## config.mk

```make
export PLATFORM = sky130hd
export DESIGN_NAME = pifo_sorted_reg_flat
export DESIGN_NICKNAME = d
export VERILOG_FILES = /design/src/rtl/pifo_sorted_reg_pkg.sv /design/src/rtl/pifo_sorted_reg_if.sv /design/src/rtl/pifo_sorted_cell.sv /design/src/rtl/pifo_sorted_reg.sv /design/src/flat_wrapper.sv
export SDC_FILE = /design/constraint.sdc
export NUM_CORES = 1
export LEC_CHECK = 0
export ABC_AREA = 1
export BUFFER_PORTS_ARGS = -buffer_cell sky130_fd_sc_hd__buf_2
export CAP_MARGIN = 20
export CORE_MARGIN = 2
export CORE_UTILIZATION = 60
export DETAILED_ROUTE_END_ITERATION = 10
export PLACE_DENSITY = 0.79
export SYNTH_ARGS = -nofsm -noshare
export SYNTH_HDL_FRONTEND = slang
export SYNTH_HIERARCHICAL = 1
export SYNTH_SLANG_ARGS = --single-unit
```

## constraint.sdc

```tcl
create_clock -name clk -period 8.5 [get_ports clk]
set_input_delay 0.425 -clock clk [delete_from_list [all_inputs] [get_ports clk]]
set_output_delay 0.425 -clock clk [all_outputs]
set_load 0.1 [all_outputs]
```

## src/rtl/pifo_sorted_reg_pkg.sv

```systemverilog
// rtl/pifo_sorted_reg_pkg.sv - shared types and helpers for the sorted register PIFO
// Contents: dequeue-order encoding, per-slot select encoding, clog2 helper for the count width.
package pifo_sorted_reg_pkg;

    typedef enum logic {
        ORD_MIN = 1'b0,
        ORD_MAX = 1'b1
    } order_t;

    // What a slot loads on the next edge.
    typedef enum logic [1:0] {
        SEL_HOLD  = 2'd0,
        SEL_NEW   = 2'd1,
        SEL_LOWER = 2'd2,   // take slot i-1 (shift up, making room for an insert)
        SEL_UPPER = 2'd3    // take slot i+1 (shift down, after a pop)
    } sel_t;

    function automatic int clog2(input int value);
        int width;
        width = 0;
        for (int i = 0; i < 31; i++) begin
            if ((1 << i) < value) begin
                width = i + 1;
            end
        end
        return width;
    endfunction

endpackage

```

## src/rtl/pifo_sorted_reg_if.sv

```systemverilog
// rtl/pifo_sorted_reg_if.sv - insert/head/evict handshake bundle of the sorted PIFO
// Signals: in_valid/in_ready/in_rank/in_meta (insert), out_valid/out_ready/out_rank/out_meta (head),
//          evict_valid/evict_rank/evict_meta (dropped entry). slave = queue side, master = user side.
interface pifo_sorted_reg_if #(
    parameter int RANK_WIDTH = 16,
    parameter int META_WIDTH = 32
);
    logic                  in_valid;
    logic                  in_ready;
    logic [RANK_WIDTH-1:0] in_rank;
    logic [META_WIDTH-1:0] in_meta;
    logic                  out_valid;
    logic                  out_ready;
    logic [RANK_WIDTH-1:0] out_rank;
    logic [META_WIDTH-1:0] out_meta;
    logic                  evict_valid;
    logic [RANK_WIDTH-1:0] evict_rank;
    logic [META_WIDTH-1:0] evict_meta;

    modport slave (
        input  in_valid, in_rank, in_meta, out_ready,
        output in_ready, out_valid, out_rank, out_meta,
        output evict_valid, evict_rank, evict_meta
    );

    modport master (
        output in_valid, in_rank, in_meta, out_ready,
        input  in_ready, out_valid, out_rank, out_meta,
        input  evict_valid, evict_rank, evict_meta
    );
endinterface

```

## src/rtl/pifo_sorted_cell.sv

```systemverilog
// rtl/pifo_sorted_cell.sv - one slot of the sorted PIFO
// Ports: clk, rst_n, sel (hold/new/lower/upper), new_rank/new_meta, lower_* and upper_* neighbour
//        contents, valid/rank/meta (slot contents), prec_eq (slot precedes-or-equals new_rank).
module pifo_sorted_cell
    import pifo_sorted_reg_pkg::*;
#(
    parameter int     RANK_WIDTH = 16,
    parameter int     META_WIDTH = 32,
    parameter order_t ORDER      = ORD_MIN
) (
    input  logic                  clk,
    input  logic                  rst_n,
    input  sel_t                  sel,
    input  logic [RANK_WIDTH-1:0] new_rank,
    input  logic [META_WIDTH-1:0] new_meta,
    input  logic                  lower_valid,
    input  logic [RANK_WIDTH-1:0] lower_rank,
    input  logic [META_WIDTH-1:0] lower_meta,
    input  logic                  upper_valid,
    input  logic [RANK_WIDTH-1:0] upper_rank,
    input  logic [META_WIDTH-1:0] upper_meta,
    output logic                  valid,
    output logic [RANK_WIDTH-1:0] rank,
    output logic [META_WIDTH-1:0] meta,
    output logic                  prec_eq
);

    always_ff @(posedge clk or negedge rst_n) begin
        if (!rst_n) begin
            valid <= 1'b0;
            rank  <= '0;
            meta  <= '0;
        end else begin
            case (sel)
                SEL_NEW: begin
                    valid <= 1'b1;
                    rank  <= new_rank;
                    meta  <= new_meta;
                end
                SEL_LOWER: begin
                    valid <= lower_valid;
                    rank  <= lower_rank;
                    meta  <= lower_meta;
                end
                SEL_UPPER: begin
                    valid <= upper_valid;
                    rank  <= upper_rank;
                    meta  <= upper_meta;
                end
                default: ;
            endcase
        end
    end

    // "Or-equal" puts a newcomer behind existing equal ranks, giving the FIFO tie-break.
    assign prec_eq = valid && ((ORDER == ORD_MIN) ? (rank <= new_rank) : (rank >= new_rank));

endmodule

```

## src/rtl/pifo_sorted_reg.sv

```systemverilog
// rtl/pifo_sorted_reg.sv - register-based PIFO kept sorted on insert, head always in slot 0
// Ports: clk, rst_n (async active-low), bus (pifo_sorted_reg_if.slave: insert, head, evict),
//        count (occupancy), full (count == DEPTH).
module pifo_sorted_reg
    import pifo_sorted_reg_pkg::*;
#(
    parameter int     DEPTH      = 8,
    parameter int     RANK_WIDTH = 16,
    parameter int     META_WIDTH = 32,
    parameter order_t ORDER      = ORD_MIN,
    parameter bit     EVICT      = 1'b0
) (
    input  logic                        clk,
    input  logic                        rst_n,
    pifo_sorted_reg_if.slave            bus,
    output logic [clog2(DEPTH+1)-1:0]   count,
    output logic                        full
);

    localparam int CW = clog2(DEPTH + 1);

    logic [DEPTH-1:0]      slot_valid;
    logic [DEPTH-1:0]      slot_prec;
    logic [RANK_WIDTH-1:0] slot_rank [DEPTH];
    logic [META_WIDTH-1:0] slot_meta [DEPTH];
    sel_t                  sel       [DEPTH];

    logic [CW-1:0]         ins_pos;
    logic [CW-1:0]         ins_pos_pop;
    logic                  push;
    logic                  pop;
    logic                  evict_new;
    logic                  evict_now;
    logic                  evict_valid_q;
    logic [RANK_WIDTH-1:0] evict_rank_q;
    logic [META_WIDTH-1:0] evict_meta_q;

    assign full      = (count == CW'(DEPTH));
    // in_ready depends only on registered state, never on out_ready.
    assign bus.in_ready = EVICT ? 1'b1 : ~full;
    assign push      = bus.in_valid && bus.in_ready;
    assign pop       = slot_valid[0] && bus.out_ready;

    assign bus.out_valid   = slot_valid[0];
    assign bus.out_rank    = slot_rank[0];
    assign bus.out_meta    = slot_meta[0];
    assign bus.evict_valid = evict_valid_q;
    assign bus.evict_rank  = evict_rank_q;
    assign bus.evict_meta  = evict_meta_q;

    for (genvar i = 0; i < DEPTH; i++) begin : g_slot
        logic                  lower_valid;
        logic [RANK_WIDTH-1:0] lower_rank;
        logic [META_WIDTH-1:0] lower_meta;
        logic                  upper_valid;
        logic [RANK_WIDTH-1:0] upper_rank;
        logic [META_WIDTH-1:0] upper_meta;

        if (i == 0) begin : g_bottom
            assign lower_valid = 1'b0;
            assign lower_rank  = '0;
            assign lower_meta  = '0;
        end else begin : g_lower
            assign lower_valid = slot_valid[i-1];
            assign lower_rank  = slot_rank[i-1];
            assign lower_meta  = slot_meta[i-1];
        end

        // The top slot shifts in zeros so a vacated slot reads as empty and cleared.
        if (i == DEPTH - 1) begin : g_top
            assign upper_valid = 1'b0;
            assign upper_rank  = '0;
            assign upper_meta  = '0;
        end else begin : g_upper
            assign upper_valid = slot_valid[i+1];
            assign upper_rank  = slot_rank[i+1];
            assign upper_meta  = slot_meta[i+1];
        end

        pifo_sorted_cell #(
            .RANK_WIDTH (RANK_WIDTH),
            .META_WIDTH (META_WIDTH),
            .ORDER      (ORDER)
        ) u_cell (
            .clk         (clk),
            .rst_n       (rst_n),
            .sel         (sel[i]),
            .new_rank    (bus.in_rank),
            .new_meta    (bus.in_meta),
            .lower_valid (lower_valid),
            .lower_rank  (lower_rank),
            .lower_meta  (lower_meta),
            .upper_valid (upper_valid),
            .upper_rank  (upper_rank),
            .upper_meta  (upper_meta),
            .valid       (slot_valid[i]),
            .rank        (slot_rank[i]),
            .meta        (slot_meta[i]),
            .prec_eq     (slot_prec[i])
        );
    end

    // The sort invariant makes slot_prec a thermometer, so the highest set bit gives p.
    always_comb begin
        ins_pos = '0;
        for (int i = 0; i < DEPTH; i++) begin
            if (slot_prec[i]) begin
                ins_pos = CW'(i + 1);
            end
        end
    end

    // With a simultaneous pop every survivor moves down one, so the insert lands one lower.
    assign ins_pos_pop = (ins_pos == '0) ? '0 : ins_pos - CW'(1);
    // Full and nothing in the queue is worse than the newcomer: the newcomer is dropped.
    assign evict_new   = (ins_pos == CW'(DEPTH));
    assign evict_now   = push && !pop && full;

    always_comb begin
        for (int i = 0; i < DEPTH; i++) begin
            sel[i] = SEL_HOLD;
            if (push && pop) begin
                if (CW'(i) < ins_pos_pop) begin
                    sel[i] = SEL_UPPER;
                end else if (CW'(i) == ins_pos_pop) begin
                    sel[i] = SEL_NEW;
                end
            end else if (push) begin
                if (!(full && evict_new)) begin
                    if (CW'(i) == ins_pos) begin
                        sel[i] = SEL_NEW;
                    end else if (CW'(i) > ins_pos) begin
                        sel[i] = SEL_LOWER;
                    end
                end
            end else if (pop) begin
                sel[i] = SEL_UPPER;
            end
        end
    end

    always_ff @(posedge clk or negedge rst_n) begin
        if (!rst_n) begin
            count <= '0;
        end else if (push && !pop && !full) begin
            count <= count + CW'(1);
        end else if (pop && !push) begin
            count <= count - CW'(1);
        end
    end

    always_ff @(posedge clk or negedge rst_n) begin
        if (!rst_n) begin
            evict_valid_q <= 1'b0;
            evict_rank_q  <= '0;
            evict_meta_q  <= '0;
        end else begin
            evict_valid_q <= evict_now;
            if (evict_now) begin
                if (evict_new) begin
                    evict_rank_q <= bus.in_rank;
                    evict_meta_q <= bus.in_meta;
                end else begin
                    evict_rank_q <= slot_rank[DEPTH-1];
                    evict_meta_q <= slot_meta[DEPTH-1];
                end
            end
        end
    end

endmodule

```

## src/flat_wrapper.sv

```systemverilog
// flat-port wrapper written by rule: the top's interface ports become plain ports
module pifo_sorted_reg_flat import pifo_sorted_reg_pkg::*;
#(
    parameter int     DEPTH      = 8,
    parameter int     RANK_WIDTH = 16,
    parameter int     META_WIDTH = 32,
    parameter order_t ORDER      = ORD_MIN,
    parameter bit     EVICT      = 1'b0
)
  (clk, rst_n, count, full, bus_in_valid, bus_in_rank, bus_in_meta, bus_out_ready, bus_in_ready, bus_out_valid, bus_out_rank, bus_out_meta, bus_evict_valid, bus_evict_rank, bus_evict_meta);
  pifo_sorted_reg_if #(.RANK_WIDTH(RANK_WIDTH), .META_WIDTH(META_WIDTH)) bus_i ();
  input  logic clk;
  input  logic rst_n;
  output logic [clog2(DEPTH+1)-1:0] count;
  output logic full;
  input wire logic [$bits(bus_i.in_valid)-1:0] bus_in_valid;
  input wire logic [$bits(bus_i.in_rank)-1:0] bus_in_rank;
  input wire logic [$bits(bus_i.in_meta)-1:0] bus_in_meta;
  input wire logic [$bits(bus_i.out_ready)-1:0] bus_out_ready;
  output wire logic [$bits(bus_i.in_ready)-1:0] bus_in_ready;
  output wire logic [$bits(bus_i.out_valid)-1:0] bus_out_valid;
  output wire logic [$bits(bus_i.out_rank)-1:0] bus_out_rank;
  output wire logic [$bits(bus_i.out_meta)-1:0] bus_out_meta;
  output wire logic [$bits(bus_i.evict_valid)-1:0] bus_evict_valid;
  output wire logic [$bits(bus_i.evict_rank)-1:0] bus_evict_rank;
  output wire logic [$bits(bus_i.evict_meta)-1:0] bus_evict_meta;
  assign bus_i.in_valid = bus_in_valid;
  assign bus_i.in_rank = bus_in_rank;
  assign bus_i.in_meta = bus_in_meta;
  assign bus_i.out_ready = bus_out_ready;
  assign bus_in_ready = bus_i.in_ready;
  assign bus_out_valid = bus_i.out_valid;
  assign bus_out_rank = bus_i.out_rank;
  assign bus_out_meta = bus_i.out_meta;
  assign bus_evict_valid = bus_i.evict_valid;
  assign bus_evict_rank = bus_i.evict_rank;
  assign bus_evict_meta = bus_i.evict_meta;
  pifo_sorted_reg #(.DEPTH(DEPTH), .RANK_WIDTH(RANK_WIDTH), .META_WIDTH(META_WIDTH), .ORDER(ORDER), .EVICT(EVICT)) u_core (.clk(clk), .rst_n(rst_n), .bus(bus_i), .count(count), .full(full));
endmodule
```

* Word-level counts from Yosys, hierarchy flattened
Cells that the tools add are included.
** Word-level totals
- Bits in registers :: 445
- Input bits :: 52
- Output and inout port bits :: 104
- Word-level logic and storage cells :: 220
** Cells by class
- Add/sub/neg operators :: 3
- $lt $le $gt $ge :: 24
- Equality and inequality tests :: 40
- Muxes and demuxes :: 94
- Bitwise logic cells :: 1
- Reductions and logical operators :: 30
** Operator list (number)
- one-hot mux 32 bit (3 select lines) :: 8
- one-hot mux 16 bit (3 select lines) :: 8
- <= comparator 16 bit :: 8
- two-way mux 2 bit :: 49
- two-way mux 4 bit :: 10
- equality test 2 bit (second input constant) :: 16
- equality test 3 x 4 -> 1 bit (first input constant) :: 8
- two-way mux 32 bit :: 1
- one-hot mux 1 bit (3 select lines) :: 8
- nonzero test 3 bit :: 8
- equality test 2 x 1 -> 1 bit (second input constant) :: 8
- equality test 2 x 4 -> 1 bit (first input constant) :: 4
- greater-than comparator 3 x 4 -> 1 bit (first input constant) :: 4
- logical AND 1 bit :: 16
- < comparator 3 x 4 -> 1 bit (first input constant) :: 4
- two-way mux 16 bit :: 1
- two-way mux 1 bit :: 9
- equality test 1 x 4 -> 1 bit (first input constant) :: 2
- equality test 4 bit (second input constant) :: 2
- greater-than comparator 1 x 4 -> 1 bit (first input constant) :: 2
- greater-than comparator 2 x 4 -> 1 bit (first input constant) :: 2
- zero test 4 bit :: 2
- < comparator 1 x 4 -> 1 bit (first input constant) :: 2
- < comparator 2 x 4 -> 1 bit (first input constant) :: 2
- other kinds (5) :: 8

* Logic depth before layout (Yosys ltp)
- Word-level depth :: 18
- Mapped depth :: 34
- Depth with buffers taken out :: 32

* Hierarchy
The synthesis kept the hierarchy.
** Modules (own cells, without submodules)
- pifo_sorted_cell at u_core.g_slot[0].u_cell ... :: instances 7, cells an instance 382, area an instance 2999.1 um^2, sequential area each 1226.2 um^2
- pifo_sorted_cell at u_core.g_slot[7].u_cell :: instances 1, cells an instance 383, area an instance 3010.4 um^2, sequential area each 1226.2 um^2
- pifo_sorted_reg :: instances 1, cells an instance 216, area an instance 2224.6 um^2, sequential area each 1326.3 um^2

* Worst setup path after synthesis
No wires, ideal clock.
- Kind :: register to register
- From :: register u_core.g_slot[0].u_cell.rank[7]
- To :: register u_core.g_slot[6].u_cell.rank[10]
- Setup time :: 0.123 ns
- Data arrival time :: 3.761 ns
- Required time :: 8.377 ns
- Slack :: 4.617 ns
- Cell stages (with the launch flop) :: 27
- Path buffers :: 2
- Period minus slack after synthesis :: 3.883 ns
- Cells stage by stage :: dfrtp_1 -> ha_1 -> a21o_1 -> nor2_1 -> nand2_1 -> nand2_1 -> nand2_1 -> a21oi_1 -> nand2_1 -> nand2_1 -> nand2_1 -> nand2_2 -> nand2_4 -> nand2_4 -> o21ai_0 -> ha_1 -> inv_1 -> nor2_4 -> nand4_1 -> nand3_1 -> buf_4 -> inv_2 -> nand2_1 -> inv_2 -> buf_6 -> a221oi_2 -> nor2_1
** RTL lines
- start, declared :: RTL line pifo_sorted_cell.sv:23 : output logic [RANK_WIDTH-1:0] rank,
- start signal, assigned :: RTL line pifo_sorted_cell.sv:37 : rank <= new_rank;
- start signal, assigned :: RTL line pifo_sorted_cell.sv:42 : rank <= lower_rank;
- start signal, assigned :: RTL line pifo_sorted_cell.sv:47 : rank <= upper_rank;
- end signal, assigned :: RTL line pifo_sorted_cell.sv:37
- end signal, assigned :: RTL line pifo_sorted_cell.sv:42
- end signal, assigned :: RTL line pifo_sorted_cell.sv:47
- end, declared :: RTL line pifo_sorted_cell.sv:23

==> run metrics <==
Final Slew Violations=0; Synth top cells by count=723 x nand2_1, 532 x nor2_1, 445 x dfrtp_1; Max clock buf depth=3; Detail Route Antenna Nets=0; io pins=156; synthesis-to-finish area growth=8.653%; CP cell instances=ha_1, nand4_1, nor3_1, nand3_1, a21oi_1, nand2_1, nand2_1, nand2_1, nand2_2, nand2_4, nand2_4, o21ai_0, ha_1, inv_1, nor2_4, a21oi_4, nand3_1, inv_2, nand2_1, inv_2, a221oi_1, nor2_1; WL per Instance=19.23 um; vias in the first global route=23,578; final setup fails=0; peak per-stage delay on the critical path=900 ps; post-synthesis cell type with the largest combined area=dfrtp_1; Max Cap Viol=0; pin count of the biggest net entering global routing=137; peak fanout along the critical path=35; RD Place Congestion=0.9698; initial antenna violation count=3; Synth top area share=42.46%; clock-pin slew on the worst setup and hold paths=60 ps; gr usage total=33.56%; Worst-Margin Slew=1192 ps; H-tree depth=2; share of cells above drive strength 1=12.23%; row count=76; Post-synth top flop=dfrtp_1; CTS Sinks=445; most used cell, CP=nand2_1; clock root buffer=clkbuf_16; Ys Warns=6; unique cell type count in the Yosys netlist=39; fin crit share=66.50%; Fin. Hold Viols=0; Worst Path Required=9030 ps; critical setup path kind=flop to flop; Startpoint Class=flop; outcome=finished clean; Final Critical Period=5653 ps; drt pass-1 iters=8; die area=45,400 um^2; CP arrival=6180 ps; CP top delay family=simple AND/OR/NAND/NOR gates; synthesized cell area=26,230 um^2; Clock Skews=26.45 ps; DRT iter0 DRCs=2,843; overall die width=213.1 um; Inserted Clock Buffers=49; Post-layout nets=3,537; chip height=213.1 um; DPL Wire Length=48,860 um; GR Overflow Total=0; DRC violations left=0; worst skew pair latency=610 ps; post-DR vias/cell=6.143; leading post-synthesis cells by cell area=dfrtp_1 42%, nand2_1 10%, nor2_1 7.6%; FF+latch count, synth=445; DR vias=24,457; CP bufs+invs=3; register area share after synthesis=42.46%; fmax=176.9 MHz; CP max stage cell=inv_2; top-count cell post-synth=nand2_1; global-route wire length before repair=122,400 um; Core ar.=43,080 um^2; final wirelength=76,560 um; ys async rst share=100.0%; CTS tree=built; Initial Util=60.89%; slew margin rel.=20.43%; IO Port Bufs=155; setup_tns=0 ps; Post-CTS Resized=0; Post-synth EDFFs=0; Synth Instances=3,273; average size of a mapped cell=8.014 um^2; worst hold path type=input port to flop; Crit. End Element=flop; RSZ-0062 raised after global routing=false
-- per-layer routing --
metal	global-route usage (%)	vias up	routed length [um]
met5	0	-	7
met4	15.58	2	2638
met3	4.824	221	6726
met2	55.39	1339	36380
met1	43.80	11766	30800
li1	-	11129	-
-- what timing repair did --
| item | CTS | global route |
|---|---|---|
| hold endpoints to repair | 108 | 0 |
| setup buffers | 0 | 0 |
| hold buffers | 1 | 0 |
-- cells in the final DEF (no fill, tap or decap), drive strengths merged, types with 2 or more instances in the layout --
cell      n
nand4    15
nor2    546
dfrtp   445
clkinv   10
nand2   741
bufinv    3
ha      131
a221oi  112
a21o      9
a21oi   172
nor3     12
inv     234
nand3    30
diode     3
xnor2     2
clkbuf   75
a31oi   264
o21ai   294
buf     178
o211ai    8
conb     99
a32oi     8
-- through the flow --
step / setup slack, ps / hold slack [ps] / cells / utilization [%] / area (um^2)
2_1_floorplan: 4617 / 129.4 / 3371 / - / 26600
3_3_place_gp: 2847 / 359.7 / 3879 / 61.94 / 26680
3_5_place_dp: 2676 / 360.4 / 3879 / 61.94 / 26680
4_1_cts: 3071 / 135.6 / 3971 / 65.78 / 28340
5_1_grt: 2543 / 163.1 / 3980 / 66.15 / 28500
6_report: 2847 / 156.5 / 3981 / 66.16 / 28500
-- state kept, by name, indices dropped and copies added (netlist names) --
signal	count
u_core/bus.evict_meta	32
u_core/g_slot.u_cell/rank	128
u_core/g_slot.u_cell/meta	256
u_core/g_slot.u_cell/valid	8
u_core/bus.evict_valid	1
u_core/bus.evict_rank	16
u_core/count	4
-- kinds of logic after synthesis --
| family | after synthesis | synth area share [%] |
|---|---|---|
| xor+xnor | 3 | 0.1002 |
| fa+ha+maj | 132 | 6.325 |
| compound gates | 868 | 21.49 |
| flops | 445 | 42.46 |
| other cells | 1 | 0.01430 |
| simple gates | 1345 | 20.33 |
| buf+inv | 479 | 9.283 |
-- worst min-delay path, cell delays in order --
cell	delay, ps
buf_2	150
nand2_1	70
a31oi_1	70
-- layout make-up --
type / instances / area, um^2
fillers: 3489 / 14580
multi-input cells: 2447 / 13030
flip-flops and latches: 445 / 11140
clock buffers: 75 / 1464
repair buffers: 179 / 1084
inverters: 231 / 868.3
well taps: 585 / 732.0
clock inverters: 16 / 181.4
diodes: 3 / 7.507
-- final timing paths --
path / startpoint / end / slack [ps] / cells past startpoint
setup / recovery: u_core/g_slot[0].u_cell/rank[11]$_DFFE_PN0P_ / u_core/g_slot[1].u_cell/rank[4]$_DFFE_PN0P_ / 2850 / 22
hold / removal: bus_in_meta[2] / u_core/g_slot[4].u_cell/meta[2]$_DFFE_PN0P_ / 160 / 3
setup reg to reg: u_core/g_slot[0].u_cell/rank[11]$_DFFE_PN0P_ / u_core/g_slot[1].u_cell/rank[4]$_DFFE_PN0P_ / 2850 / 22
hold reg to reg: u_core/bus.evict_meta[7]$_DFFE_PN0P_ / u_core/bus.evict_meta[7]$_DFFE_PN0P_ / 370 / 0
max in group asynchronous: rst_n / u_core/g_slot[4].u_cell/meta[23]$_DFFE_PN0P_ / 5850 / 4
min in group asynchronous: rst_n / u_core/g_slot[1].u_cell/meta[10]$_DFFE_PN0P_ / 490 / 2
Power is not shown: default switching activity piles up to over one toggle a cycle in this logic, so the estimate is an artifact.
